**config.mk**
```make
export PLATFORM = sky130hd
export DESIGN_NAME = alu_op_sequencer_flat
export DESIGN_NICKNAME = d
export VERILOG_FILES = /design/src/rtl/alu_op_sequencer_if.sv /design/src/rtl/alu_op_sequencer.sv /design/src/flat_wrapper.sv
export SDC_FILE = /design/constraint.sdc
export NUM_CORES = 1
export LEC_CHECK = 0
export ABC_CLOCK_PERIOD_IN_PS = 3000
export CAP_MARGIN = 0
export CORE_MARGIN = 2
export CORE_UTILIZATION = 52
export CTS_BUF_LIST = sky130_fd_sc_hd__clkbuf_4 sky130_fd_sc_hd__clkbuf_8
export DETAILED_ROUTE_END_ITERATION = 10
export PLACE_DENSITY = 0.78
export RECOVER_POWER = 25
export SYNTH_ARGS = -nofsm -noshare
export SYNTH_HDL_FRONTEND = slang
export SYNTH_SLANG_ARGS = --single-unit
```
**constraint.sdc**
```tcl
create_clock -name clk -period 3 [get_ports clk]
set_input_delay 0.6 -clock clk [delete_from_list [all_inputs] [get_ports clk]]
set_output_delay 0.6 -clock clk [all_outputs]
set_load 0.1 [all_outputs]
```
**src/rtl/alu_op_sequencer_if.sv**
```systemverilog
// Command, host-write, ALU and response bundle for alu_op_sequencer.
// master = host/ALU side, slave = the sequencer itself.
interface alu_op_sequencer_if #(
  parameter int DATA_W = 32,
  parameter int AW     = 3
);
  logic              cmd_valid;
  logic              cmd_ready;
  logic [3:0]        cmd_op;
  logic [AW-1:0]     cmd_rd;
  logic [AW-1:0]     cmd_rs1;
  logic [AW-1:0]     cmd_rs2;
  logic              cmd_use_imm;
  logic [DATA_W-1:0] cmd_imm;
  logic              host_wr_en;
  logic [AW-1:0]     host_wr_addr;
  logic [DATA_W-1:0] host_wr_data;
  logic [DATA_W-1:0] alu_operand1;
  logic [DATA_W-1:0] alu_operand2;
  logic [3:0]        alu_aluop;
  logic [DATA_W-1:0] alu_result;
  logic              alu_ovf;
  logic              alu_zero;
  logic              rsp_valid;
  logic              rsp_ready;
  logic [DATA_W-1:0] rsp_data;
  logic              rsp_ovf;
  logic              rsp_zero;
  logic              rsp_err;
  logic              ovf_sticky;
  logic              ovf_clear;

  modport master (
    output cmd_valid, cmd_op, cmd_rd, cmd_rs1, cmd_rs2, cmd_use_imm, cmd_imm,
    input  cmd_ready,
    output host_wr_en, host_wr_addr, host_wr_data,
    input  alu_operand1, alu_operand2, alu_aluop,
    output alu_result, alu_ovf, alu_zero,
    input  rsp_valid, rsp_data, rsp_ovf, rsp_zero, rsp_err,
    output rsp_ready,
    input  ovf_sticky,
    output ovf_clear
  );

  modport slave (
    input  cmd_valid, cmd_op, cmd_rd, cmd_rs1, cmd_rs2, cmd_use_imm, cmd_imm,
    output cmd_ready,
    input  host_wr_en, host_wr_addr, host_wr_data,
    output alu_operand1, alu_operand2, alu_aluop,
    input  alu_result, alu_ovf, alu_zero,
    output rsp_valid, rsp_data, rsp_ovf, rsp_zero, rsp_err,
    input  rsp_ready,
    output ovf_sticky,
    input  ovf_clear
  );
endinterface

```
**src/rtl/alu_op_sequencer.sv**
```systemverilog
// Issues register-file operands to a combinational ALU, writes the result back and returns a response.
// Optional macro ALU_SAT_EN: ADD/SUB results saturate on signed overflow instead of wrapping.
module alu_op_sequencer #(
  parameter int DATA_W = 32,
  parameter int NREGS  = 8
) (
  input logic               clk,
  input logic               rst,
  alu_op_sequencer_if.slave bus
);
  localparam int         AW     = $clog2(NREGS);
  localparam logic [3:0] OP_ADD = 4'd5;
  localparam logic [3:0] OP_SUB = 4'd6;

  typedef enum logic [1:0] {IDLE, ISSUE, RESP} state_t;

  state_t            state;
  logic [DATA_W-1:0] regs [NREGS];
  logic [AW-1:0]     rd_q;
  logic              err_q;
  logic              cmd_ready_q;
  logic [DATA_W-1:0] op1_q;
  logic [DATA_W-1:0] op2_q;
  logic [3:0]        aluop_q;
  logic              rsp_valid_q;
  logic [DATA_W-1:0] rsp_data_q;
  logic              rsp_ovf_q;
  logic              rsp_zero_q;
  logic              rsp_err_q;
  logic              sticky_q;
  logic [DATA_W-1:0] wb_data;
  logic              wb_zero;
  logic              sticky_set;

  assign bus.cmd_ready    = cmd_ready_q;
  assign bus.alu_operand1 = op1_q;
  assign bus.alu_operand2 = op2_q;
  assign bus.alu_aluop    = aluop_q;
  assign bus.rsp_valid    = rsp_valid_q;
  assign bus.rsp_data     = rsp_data_q;
  assign bus.rsp_ovf      = rsp_ovf_q;
  assign bus.rsp_zero     = rsp_zero_q;
  assign bus.rsp_err      = rsp_err_q;
  assign bus.ovf_sticky   = sticky_q;

  always_comb begin
`ifdef ALU_SAT_EN
    wb_data = bus.alu_result;
    wb_zero = bus.alu_zero;
    // Clamp toward the sign of operand1; a saturated value is never zero.
    if (bus.alu_ovf && (aluop_q == OP_ADD || aluop_q == OP_SUB)) begin
      wb_data = op1_q[DATA_W-1] ? {1'b1, {(DATA_W-1){1'b0}}} : {1'b0, {(DATA_W-1){1'b1}}};
      wb_zero = 1'b0;
    end
`else
    wb_data = bus.alu_result;
    wb_zero = bus.alu_zero;
`endif
  end

  assign sticky_set = (state == ISSUE) && !err_q && bus.alu_ovf;

  always_ff @(posedge clk) begin
    if (rst) begin
      state       <= IDLE;
      for (int i = 0; i < NREGS; i++) regs[i] <= '0;
      rd_q        <= '0;
      err_q       <= 1'b0;
      cmd_ready_q <= 1'b1;
      op1_q       <= '0;
      op2_q       <= '0;
      aluop_q     <= '0;
      rsp_valid_q <= 1'b0;
      rsp_data_q  <= '0;
      rsp_ovf_q   <= 1'b0;
      rsp_zero_q  <= 1'b0;
      rsp_err_q   <= 1'b0;
      sticky_q    <= 1'b0;
    end else begin
      sticky_q <= (sticky_q && !bus.ovf_clear) || sticky_set;
      case (state)
        IDLE: begin
          // Operands read the pre-write register value when a host write lands on the accept edge.
          if (bus.host_wr_en) regs[bus.host_wr_addr] <= bus.host_wr_data;
          if (bus.cmd_valid) begin
            op1_q       <= regs[bus.cmd_rs1];
            op2_q       <= bus.cmd_use_imm ? bus.cmd_imm : regs[bus.cmd_rs2];
            aluop_q     <= bus.cmd_op[3] ? 4'd0 : bus.cmd_op;
            err_q       <= bus.cmd_op[3];
            rd_q        <= bus.cmd_rd;
            cmd_ready_q <= 1'b0;
            state       <= ISSUE;
          end
        end
        ISSUE: begin
          rsp_valid_q <= 1'b1;
          rsp_err_q   <= err_q;
          if (err_q) begin
            rsp_data_q <= '0;
            rsp_ovf_q  <= 1'b0;
            rsp_zero_q <= 1'b1;
          end else begin
            rsp_data_q  <= wb_data;
            rsp_ovf_q   <= bus.alu_ovf;
            rsp_zero_q  <= wb_zero;
            regs[rd_q]  <= wb_data;
          end
          state <= RESP;
        end
        RESP: begin
          if (bus.rsp_ready) begin
            rsp_valid_q <= 1'b0;
            cmd_ready_q <= 1'b1;
            state       <= IDLE;
          end
        end
        default: state <= IDLE;
      endcase
    end
  end
endmodule
```
**src/flat_wrapper.sv**
```systemverilog
// flat-port wrapper written by rule: the top's interface ports become plain ports
module alu_op_sequencer_flat 
#(
  parameter int DATA_W = 32,
  parameter int NREGS  = 8
)
  (clk, rst, bus_cmd_valid, bus_cmd_op, bus_cmd_rd, bus_cmd_rs1, bus_cmd_rs2, bus_cmd_use_imm, bus_cmd_imm, bus_cmd_ready, bus_host_wr_en, bus_host_wr_addr, bus_host_wr_data, bus_alu_operand1, bus_alu_operand2, bus_alu_aluop, bus_alu_result, bus_alu_ovf, bus_alu_zero, bus_rsp_valid, bus_rsp_data, bus_rsp_ovf, bus_rsp_zero, bus_rsp_err, bus_rsp_ready, bus_ovf_sticky, bus_ovf_clear);
  alu_op_sequencer_if #(.DATA_W(DATA_W)) bus_i ();
  input logic clk;
  input logic rst;
  input wire logic [$bits(bus_i.cmd_valid)-1:0] bus_cmd_valid;
  input wire logic [$bits(bus_i.cmd_op)-1:0] bus_cmd_op;
  input wire logic [$bits(bus_i.cmd_rd)-1:0] bus_cmd_rd;
  input wire logic [$bits(bus_i.cmd_rs1)-1:0] bus_cmd_rs1;
  input wire logic [$bits(bus_i.cmd_rs2)-1:0] bus_cmd_rs2;
  input wire logic [$bits(bus_i.cmd_use_imm)-1:0] bus_cmd_use_imm;
  input wire logic [$bits(bus_i.cmd_imm)-1:0] bus_cmd_imm;
  output wire logic [$bits(bus_i.cmd_ready)-1:0] bus_cmd_ready;
  input wire logic [$bits(bus_i.host_wr_en)-1:0] bus_host_wr_en;
  input wire logic [$bits(bus_i.host_wr_addr)-1:0] bus_host_wr_addr;
  input wire logic [$bits(bus_i.host_wr_data)-1:0] bus_host_wr_data;
  output wire logic [$bits(bus_i.alu_operand1)-1:0] bus_alu_operand1;
  output wire logic [$bits(bus_i.alu_operand2)-1:0] bus_alu_operand2;
  output wire logic [$bits(bus_i.alu_aluop)-1:0] bus_alu_aluop;
  input wire logic [$bits(bus_i.alu_result)-1:0] bus_alu_result;
  input wire logic [$bits(bus_i.alu_ovf)-1:0] bus_alu_ovf;
  input wire logic [$bits(bus_i.alu_zero)-1:0] bus_alu_zero;
  output wire logic [$bits(bus_i.rsp_valid)-1:0] bus_rsp_valid;
  output wire logic [$bits(bus_i.rsp_data)-1:0] bus_rsp_data;
  output wire logic [$bits(bus_i.rsp_ovf)-1:0] bus_rsp_ovf;
  output wire logic [$bits(bus_i.rsp_zero)-1:0] bus_rsp_zero;
  output wire logic [$bits(bus_i.rsp_err)-1:0] bus_rsp_err;
  input wire logic [$bits(bus_i.rsp_ready)-1:0] bus_rsp_ready;
  output wire logic [$bits(bus_i.ovf_sticky)-1:0] bus_ovf_sticky;
  input wire logic [$bits(bus_i.ovf_clear)-1:0] bus_ovf_clear;
  assign bus_i.cmd_valid = bus_cmd_valid;
  assign bus_i.cmd_op = bus_cmd_op;
  assign bus_i.cmd_rd = bus_cmd_rd;
  assign bus_i.cmd_rs1 = bus_cmd_rs1;
  assign bus_i.cmd_rs2 = bus_cmd_rs2;
  assign bus_i.cmd_use_imm = bus_cmd_use_imm;
  assign bus_i.cmd_imm = bus_cmd_imm;
  assign bus_cmd_ready = bus_i.cmd_ready;
  assign bus_i.host_wr_en = bus_host_wr_en;
  assign bus_i.host_wr_addr = bus_host_wr_addr;
  assign bus_i.host_wr_data = bus_host_wr_data;
  assign bus_alu_operand1 = bus_i.alu_operand1;
  assign bus_alu_operand2 = bus_i.alu_operand2;
  assign bus_alu_aluop = bus_i.alu_aluop;
  assign bus_i.alu_result = bus_alu_result;
  assign bus_i.alu_ovf = bus_alu_ovf;
  assign bus_i.alu_zero = bus_alu_zero;
  assign bus_rsp_valid = bus_i.rsp_valid;
  assign bus_rsp_data = bus_i.rsp_data;
  assign bus_rsp_ovf = bus_i.rsp_ovf;
  assign bus_rsp_zero = bus_i.rsp_zero;
  assign bus_rsp_err = bus_i.rsp_err;
  assign bus_i.rsp_ready = bus_rsp_ready;
  assign bus_ovf_sticky = bus_i.ovf_sticky;
  assign bus_i.ovf_clear = bus_ovf_clear;
  alu_op_sequencer #(.DATA_W(DATA_W), .NREGS(NREGS)) u_core (.clk(clk), .rst(rst), .bus(bus_i));
endmodule
```
==> impl_metrics.tcl, run 1 <==
set metrics [dict create \
    stdcell_count 1965 \
    ys_types 30 \
    post-route-period-util 0.854 \
    dieArea_mm2 0.0339 \
    finalNetCount 1636 \
    endpoint "u_core.bus.alu_operand1[5]" \
    r2r_cells 6 \
    power_density_mw_per_mm2 609 \
    ctsResizeCount 0 \
    dr.first_iter.drc_count 1124 \
    grt_max_degree 65 \
    synth_compound_area_frac 0.0576 \
    synth_top_area_frac 0.456 \
    grt-ovfl-total 0 \
    syn-num-nets 1376 \
    avgRoutedWirePerCell_um 23.2 \
    finalHoldViolCount 0 \
    syn_avg_cell_area_um2 13.4 \
    synth-xor-area-share 0 \
    synth_adder_area_share 0 \
    outcome "complete, but fails checks" \
    max_slew_margin -0.282 \
    ant_nets 0 \
    crit_arrival_ns 3.00 \
    rrSetupSlack_ns 0.46 \
    path_class "in -> reg" \
    synth_top_family_by_area "multiplexers" \
    start_util 0.532 \
    clkTransAtPathRegs_ns 0.06 \
    cts_max_level 2 \
    flow.area_growth_from_synthesis_pct 21.8 \
    ys_seq_area_frac 0.588 \
    failed_checks "max-capacitance violations, max-slew violations" \
    max-cap-violations 1 \
    numCtsBuffers 59 \
    hold_path.class "reg -> reg" \
    cts_tree "done" \
    io_pins 227 \
    utilization 0.648 \
    p_leak_nw 7.30 \
    antenna_found_initial 0 \
    cts_hold_buf 0 \
    route.vias.total 12000 \
    yosysWarnings 0 \
    via_per_inst 6.08 \
    wirelength_um 45600 \
    hpwlAfterDp_um 28300 \
    clock-sinks 367 \
    syn_inst 1255 \
    design_area_mm2 0.0205 \
    diodes 0 \
    synthesis.area_mm2 0.0169 \
    max_freq_mhz 390 \
    slew_violations 41 \
    cts_root_buf "clkbuf_8" \
    total_power_mw 12.5 \
    die_w_um 184 \
    route.detailed.drc 0 \
    grt_setup_unrepaired "no" \
    final.setup_skew_ns 0.0258 \
    period_needed_ns 2.56 \
    core_mm2 0.0317 \
    r2r_end "u_core.bus.alu_operand1[5]" \
    synth_area_leaders "edfxtp_1 (46%), mux4_2 (17%), dfxtp_1 (13%), nor2_1 (6.5%), mux2_2 (2.1%)" \
    placed_cells 1856 \
    grt_first_pass_wirelength_um 69700 \
    grt_use_total 0.272 \
    setup_ws_ns 0.438 \
    worst_pin_slew_ns 1.92 \
    clockBufferDepth 3 \
    critPathLaunchType "input pin" \
    die_y_um 184 \
    min_path_cells 2 \
    placed_cell_area_mm2 0.0197 \
    synthMuxAreaShare 0.216 \
    peakVddDrop_mv 0.438 \
    cp-end-kind "flip-flop" \
    reg2reg_from "u_core.state[1]" \
    post-place-ws_ns 0.322 \
    cp.required_ns 3.44 \
    place.port_buffers 225 \
    setup_viol 0 \
    yosys.area.top_type "edfxtp_1" \
    gp_congestion 0.786 \
    cts_setup_buffers 0 \
    clock_latency_ns 0.59 \
    setup.worst_path.start "bus_cmd_valid" \
    fp-row-count 65 \
    ys_seq_elements 367 \
    cp_max_fo 32 \
    layout_common_cells "nor2_1 (293), edfxtp_1 (256), mux4_2 (128)" \
    first_pass_iters 5 \
    final_common_cell "nor2_1" \
    synthSimpleGateAreaFrac 0.111 \
    grt_pass1_vias 12400 \
    layout-drive-gt1-share 0.228 \
]
[cell usage after synthesis]
| master | count |
|---|---|
| a211oi_2 | 1 |
| nand4_2 | 1 |
| mux2_4 | 3 |
| nor2_1 | 294 |
| o21bai_1 | 1 |
| conb_1 | 1 |
| mux4_2 | 128 |
| a21oi_1 | 46 |
| nor2b_1 | 1 |
| nand2_1 | 47 |
| buf_2 | 37 |
| nor3b_1 | 2 |
| nor3_1 | 35 |
| inv_1 | 3 |
| clkbuf_1 | 58 |
| mux2_2 | 32 |
| mux2i_1 | 35 |
| nand3_1 | 1 |
| nor4b_4 | 1 |
| buf_1 | 4 |
| nand2b_1 | 45 |
| edfxtp_1 | 256 |
| o22ai_1 | 32 |
| nand3b_1 | 3 |
| a22o_1 | 32 |
| buf_4 | 5 |
| nand4_1 | 7 |
| o211ai_1 | 32 |
| or2_2 | 1 |
| dfxtp_1 | 111 |
[power breakdown]
part           switching (mW)  internal [mW]
Combinational            1.51          0.735
Sequential              0.148           5.70
Clock                    1.96           2.46
Total                    3.62           8.90
[how the worst min path moves through the flow]
| stage | from | endpoint |
|---|---|---|
| 2_1_floorplan | u_core.rd_q[0] | u_core.rd_q[0] |
| 3_3_place_gp | u_core.bus.alu_aluop[1] | u_core.bus.alu_aluop[1] |
| 3_5_place_dp | u_core.bus.alu_aluop[2] | u_core.bus.alu_aluop[2] |
| 4_1_cts | u_core.bus.alu_aluop[2] | u_core.bus.alu_aluop[2] |
| 5_1_grt | u_core.bus.alu_operand2[10] | u_core.bus.alu_operand2[10] |
| 6_report | u_core.bus.alu_aluop[2] | u_core.bus.alu_aluop[2] |
[flip-flops by register name, indices dropped and copies added (netlist names)]
signal                   flops
u_core.bus.rsp_zero          1
u_core.rd_q                  3
u_core.regs                256
u_core.bus.cmd_ready         1
u_core.bus.ovf_sticky        1
u_core.bus.alu_aluop         3
u_core.err_q                 1
u_core.bus.alu_operand1     32
u_core.bus.alu_operand2     32
u_core.bus.rsp_err           1
u_core.bus.rsp_valid         1
u_core.state                 2
u_core.bus.rsp_data         32
u_core.bus.rsp_ovf           1
[worst max-delay path, stage by stage]
cell             delay (ns)
clkdlybuf4s50_1        0.49
nor3b_1                0.18
clkbuf_1               0.47
nand2_2                0.08
clkbuf_2               0.58
o22ai_1                0.50
nor3_1                 0.09
[stage by stage]
| stage | hold WS [ns] | setup TNS (ns) |
|---|---|---|
| 6_report | 0.451 | 0 |
| 5_1_grt | 0.472 | 0 |
| 4_1_cts | 0.452 | 0 |
| 3_5_place_dp | 0.444 | 0 |
| 3_3_place_gp | 0.438 | 0 |
| 2_1_floorplan | 0.449 | -11.89 |
[cell type report]
class	instances	area (µm²)
inverter	3	11.3
sequential	367	9910
multi-input combinational	781	6520
clock inverter	23	155
tap	402	503
fill	2361	11200
clock buffer	86	1070
timing repair buffer	303	2370
[routing by layer]
layer  part of all wire  global-route usage
met5                  0                   0
met4              0.025              0.0893
met3              0.095              0.0543
met1               0.38               0.347
met2               0.50               0.468
[cells by family after synthesis]
| kind of cell | Yosys count |
|---|---|
| compound gates | 144 |
| buf+inv | 107 |
| flops | 367 |
| mux | 198 |
| other cells | 1 |
| simple gates | 438 |
(Power assumes the default switching activity.)
==> inputs of run 2 (changes only) <==
Settings changed: GPL_TIMING_DRIVEN from default to 0.
==> run 2 against run 1 <==
- the flow now finishes without violations
- combinational power is 6% higher
- die area stayed put
- sequential cell count stayed put
- total power is 4.0% higher
- register-to-register slack worse by 0.29 ns
- critical path depth is 1 lower
- hold slack worse by 0.0025 ns
- cell count is 1.6% higher
- non-clock buffer count is 29 higher
- via count is 4.6% higher
- critical path type is now reg -> reg
- critical endpoint is now u_core.regs[3][30]
- largest cell class unchanged
- highest routed layer unchanged
==> impl_metrics.tcl, run 2 (synthesis results as in run 1) <==
set metrics [dict create \
    outcome "completed" \
    flow.area_growth_from_synthesis_pct 25.2 \
    cts_root_buf "clkbuf_8" \
    clkPwrFrac 0.367 \
    max_freq_mhz 353 \
    critPathLaunchType "flip-flop" \
    final_common_cell "nor2_1" \
    cp_slowest_stage_delay_ns 0.71 \
    numCtsBuffers 59 \
    grt_util_met3 0.0804 \
    core_mm2 0.0317 \
    grtUsageMet1 0.399 \
    crit_slowest_cell "mux2i_1" \
    layout-drive-gt1-share 0.199 \
    antenna_found_initial 1 \
    grt_pass1_vias 12700 \
    p_leak_nw 7.47 \
    max_slew_margin 0.256 \
    min_path_cells 2 \
    die_y_um 184 \
    grt_use_total 0.305 \
    power_density_mw_per_mm2 617 \
    multiInputGateArea_mm2 0.00653 \
    cp_top_family "buffers and inverters" \
    r2r_end "u_core.regs[3][30]" \
    swShare 0.290 \
    clock_latency_ns 0.63 \
    grt-ovfl-total 0 \
    route.detailed.drc 0 \
    first_pass_iters 6 \
    placed_cells 1882 \
    stdcell_count 1996 \
    switchingPower_mw 3.77 \
    clockBufferDepth 3 \
    period_needed_ns 2.83 \
    final-seq-area_mm2 0.00991 \
    finalHoldViolCount 0 \
    route.vias.total 12500 \
    cp_max_fo 10 \
    hold_path.class "reg -> reg" \
    r2r_cells 6 \
    dieArea_mm2 0.0339 \
    finalNetCount 1665 \
    dr.first_iter.drc_count 1507 \
    reg2reg_from "u_core.state[1]" \
    grt_setup_unrepaired "no" \
    ant_nets 0 \
    gp_congestion 0.830 \
    regMostFlops "u_core.regs" \
    die_w_um 184 \
    clock-sinks 367 \
    utilization 0.666 \
    grt_first_pass_wirelength_um 75600 \
    cp.required_ns 3.33 \
    grt_util_met2 0.487 \
    layout_common_cells "nor2_1 (294), edfxtp_1 (256), clkdlybuf4s50_1 (218)" \
    peakVddDrop_mv 0.388 \
    setup_viol 0 \
    via_per_inst 6.26 \
    io_pins 227 \
    start_util 0.532 \
    path_cells "buf_2, nor4b_4, clkbuf_2, clkbuf_2, mux2i_1, nor2_1" \
    cts_tree "done" \
    combPwrFrac 0.183 \
    rrSetupSlack_ns 0.17 \
    busiest_layer "met2" \
    power_frac_seq 0.449 \
    grt_max_degree 33 \
    place.port_buffers 218 \
    hpwlAfterDp_um 34400 \
    path_class "reg -> reg" \
    cp-end-kind "flip-flop" \
    diodes 0 \
    path_buf_inv 3 \
    largest_reg_flops 256 \
    worst_pin_slew_ns 1.11 \
    final.setup_skew_ns 0.0277 \
    wirelength_um 51100 \
    worstHoldEndpoint "u_core.bus.alu_aluop[1]" \
    fp-row-count 65 \
    path_common_cell "clkbuf_2" \
    tns_ns 0 \
    post-route-period-util 0.944 \
    clkTransAtPathRegs_ns 0.06 \
    max-cap-violations 0 \
    crit_arrival_ns 3.16 \
    cts_max_level 2 \
    avgRoutedWirePerCell_um 25.6 \
    nFillCells 2242 \
    p_int_mw 9.25 \
    slew_violations 0 \
    total_power_mw 13.0 \
    hp-start "u_core.bus.alu_aluop[1]" \
]
## run 2: cell count changes in the layout (fill, tap and decap cells not counted), sizes merged
cell / change
buf: -45
bufinv: +1
clkbuf: -23
clkdlybuf4s50: +105
clkinv: -8
clkinvlp: +1
## run 2: how the worst max path moves through the flow
stage                                    end  cells after the start  slack (ns)       startpoint
after floorplan            u_core.regs[0][0]                      5       -0.07              rst
after global placement     u_core.regs[3][6]                      5       -1.31              rst
after detailed placement  u_core.regs[4][16]                      5       -0.63              rst
after CTS                 u_core.regs[1][23]                      6       0.003  u_core.state[1]
after global routing      u_core.regs[7][23]                      8        0.07  u_core.state[1]
final                     u_core.regs[3][30]                      6        0.17  u_core.state[1]
## run 2: through the flow
step / setup slack (ns) / cell area [µm²] / hold WS (ns)
finish: 0.168 / 21100 / 0.448
global route: 0.0696 / 21100 / 0.468
CTS: 0.00335 / 21100 / 0.453
detailed placement: -0.629 / 19700 / 0.444
global placement: -1.31 / 19500 / 0.436
floorplan: -0.0651 / 16900 / 0.449
## run 2: power by group through the flow
stage,Combinational [mW],Sequential (mW),Clock [mW]
floorplan,0.870,6.65,0
global placement,2.30,5.94,0
detailed placement,2.36,5.95,0
CTS,2.38,5.85,4.78
global route,2.48,5.88,5.02
finish,2.39,5.85,4.78
## run 2: final cells by class
cell class | instances | share of cell area
buffer | 104 | 0.0210
clock buffer | 94 | 0.0557
clock inverter | 17 | 0.00753
inverter | 3 | 0.000533
multi-input combinational | 781 | 0.309
sequential | 367 | 0.469
tap | 402 | 0.0238
timing repair buffer | 228 | 0.113
## run 2: what timing repair did
| item | in CTS | in global routing |
|---|---|---|
| setup endpoints to repair | 100 | 276 |
| gates resized for setup | 6 | 0 |
| buffers inserted | 0 | 3 |
| pin swaps | 0 | 1 |
| hold buffers | 0 | 0 |
## run 2: layer usage
| layer | vias up | share of wire | wire [µm] |
|---|---|---|---|
| met2 | 900 | 0.47 | 24100 |
| met5 | - | 0 | 0 |
| met1 | 6120 | 0.36 | 18500 |
| met4 | 0 | 0.039 | 2000 |
| met3 | 149 | 0.13 | 6570 |
| li1 | 5335 | - | - |
## run 2: tightest hold or removal path, delay by kind of cell, from the launching register on
family	cells	cell delay, ns
DFF	1	0.31
and+or+nand+nor	1	0.05
AOI/OAI and AO/OA	1	0.05
==> inputs of run 3 (changes only) <==
Settings changed: CORE_UTILIZATION 52 to 45, PLACE_DENSITY 0.78 to 0.69.
==> run 3 against run 2 <==
- count of clock-buffer cells in the layout rose by 9
- die area up 15%
- global-route usage down 3.8 points
- core utilization shrank 9.0 points
- clock skew shrank 0.0066 ns
- via count down 1.4%
- combinational power about the same
- critical endpoint is now u_core.regs[3][8]
- largest cell class unchanged
- largest power group unchanged
- highest routed layer unchanged
==> impl_metrics.tcl, run 3 (synthesis results as in run 1) <==
set metrics [dict create \
    place.port_buffers 218 \
    core_mm2 0.0368 \
    route.vias.total 12300 \
    via_per_inst 5.96 \
    antenna_found_initial 0 \
    path_buf_inv 3 \
    die_w_um 198 \
    period_needed_ns 2.87 \
    cp_top_family "simple AND/OR/NAND/NOR gates" \
    dieArea_mm2 0.0390 \
    max-cap-violations 0 \
    path_common_cell "buf_12" \
    wirelength_um 51300 \
    path_cells "buf_2, nor4b_4, buf_12, mux2i_1, nand4_1, nand2b_4, buf_12" \
    first_pass_iters 5 \
    clock_latency_ns 0.59 \
    numCtsBuffers 66 \
    grt_pass1_vias 12600 \
    grt_max_degree 33 \
    flow.area_growth_from_synthesis_pct 25.7 \
    fp-row-count 70 \
    outcome "completed" \
    p_leak_nw 7.45 \
    rrSetupSlack_ns 0.13 \
    cp-end-kind "flip-flop" \
    final.setup_skew_ns 0.0211 \
    gp_congestion 0.815 \
    crit_arrival_ns 3.14 \
    cts_tree "done" \
    cts_max_level 3 \
    utilization 0.576 \
    cts_root_buf "clkbuf_8" \
    stdcell_count 2071 \
    io_pins 227 \
    slew_violations 0 \
    grt_setup_unrepaired "no" \
    clock-sinks 367 \
    max_slew_margin 0.161 \
    post-route-period-util 0.956 \
    path_class "reg -> reg" \
    regMostFlops "u_core.regs" \
    finalHoldViolCount 0 \
    cp_max_fo 18 \
    placed_cells 1948 \
    worst_pin_slew_ns 1.25 \
    avgRoutedWirePerCell_um 24.8 \
    cp.required_ns 3.27 \
    hold_path.class "reg -> reg" \
    setup_viol 0 \
    dr.first_iter.drc_count 1359 \
    layout_common_cells "nor2_1 (294), edfxtp_1 (256), clkdlybuf4s50_1 (217)" \
    post-place-ws_ns -0.637 \
    power_density_mw_per_mm2 617 \
    grt_use_total 0.267 \
    largest_reg_flops 256 \
    ant_nets 0 \
    grt-ovfl-total 0 \
    cp_slowest_stage_delay_ns 0.49 \
    layout-drive-gt1-share 0.200 \
    peakVddDrop_mv 0.304 \
    critPathLaunchType "flip-flop" \
    start_util 0.458 \
    diodes 0 \
    grt_first_pass_wirelength_um 76100 \
    die_y_um 198 \
    clkTransAtPathRegs_ns 0.06 \
    finalNetCount 1670 \
    route.detailed.drc 0 \
    hpwlAfterDp_um 34900 \
    clockBufferDepth 3 \
    final_common_cell "nor2_1" \
    cts_hold_buf 0 \
    setup_ws_ns 0.132 \
    crit_slowest_cell "nand2b_4" \
    max_freq_mhz 349 \
]
-- run 3: cell count changes in the layout (fill, tap and decap cells not counted), sizes merged --
cell | previous run | this run
bufinv | 3 | 1
buf | 38 | 41
clkdlybuf4s50 | 218 | 217
dlygate4sd3 | 0 | 1
inv | 3 | 6
clkinvlp | 1 | 2
clkbuf | 170 | 174
-- run 3: stage by stage --
step           cell area [µm²]  hold slack, ns  power, mW  setup TNS [ns]
5_1_grt                  21200           0.475       13.4               0
3_5_place_dp             19800           0.447       8.31         -167.92
4_1_cts                  21200           0.455       13.1               0
3_3_place_gp             19600           0.443       8.26         -378.92
2_1_floorplan            16900           0.449       7.52          -11.89
6_report                 21200           0.452       13.1               0
-- run 3: per-layer routing --
| layer | vias up | track usage | wire length, µm |
|---|---|---|---|
| met4 | 0 | 0.115 | 2040 |
| met2 | 711 | 0.427 | 24200 |
| li1 | 5334 | - | - |
| met1 | 6162 | 0.346 | 19900 |
| met3 | 128 | 0.0673 | 5220 |
| met5 | - | 0 | 0 |
-- run 3: worst register-to-register path, delay by kind of cell (launching register included) --
kind	cells	cell delay [ns]
buffers and inverters	3	0.60
DFF	1	0.29
muxes	1	0.37
and+or+nand+nor	3	1.29
-- run 3: report_power, final --
part           total, mW  switching (mW)  internal [mW]
logic               2.38            1.58          0.799
registers           5.85           0.140           5.71
clock network       4.85            2.12           2.73
-- run 3: timing repair --
item | CTS | global route
setup endpoints to repair | 135 | 20
resized for setup | 2 | 3
pin swaps | 1 | 0
setup buffers | 1 | 0
-- run 3: cell type report --
class | count | area, µm²
fillers | 2984 | 15600
flip-flops and latches | 367 | 9910
multi-input cells | 781 | 6520
repair buffers | 226 | 2350
clock buffers | 103 | 1240
well taps | 468 | 586
plain buffers | 104 | 447
clock inverters | 19 | 125
inverters | 3 | 11.3
-- run 3: path summary, 6_finish.rpt --
path	from	end	cells past startpoint
min reg2reg	u_core.bus.alu_operand2[1]	u_core.bus.alu_operand2[1]	2
max reg2reg	u_core.state[1]	u_core.regs[3][8]	7
max	u_core.state[1]	u_core.regs[3][8]	7
min	u_core.bus.alu_operand2[1]	u_core.bus.alu_operand2[1]	2
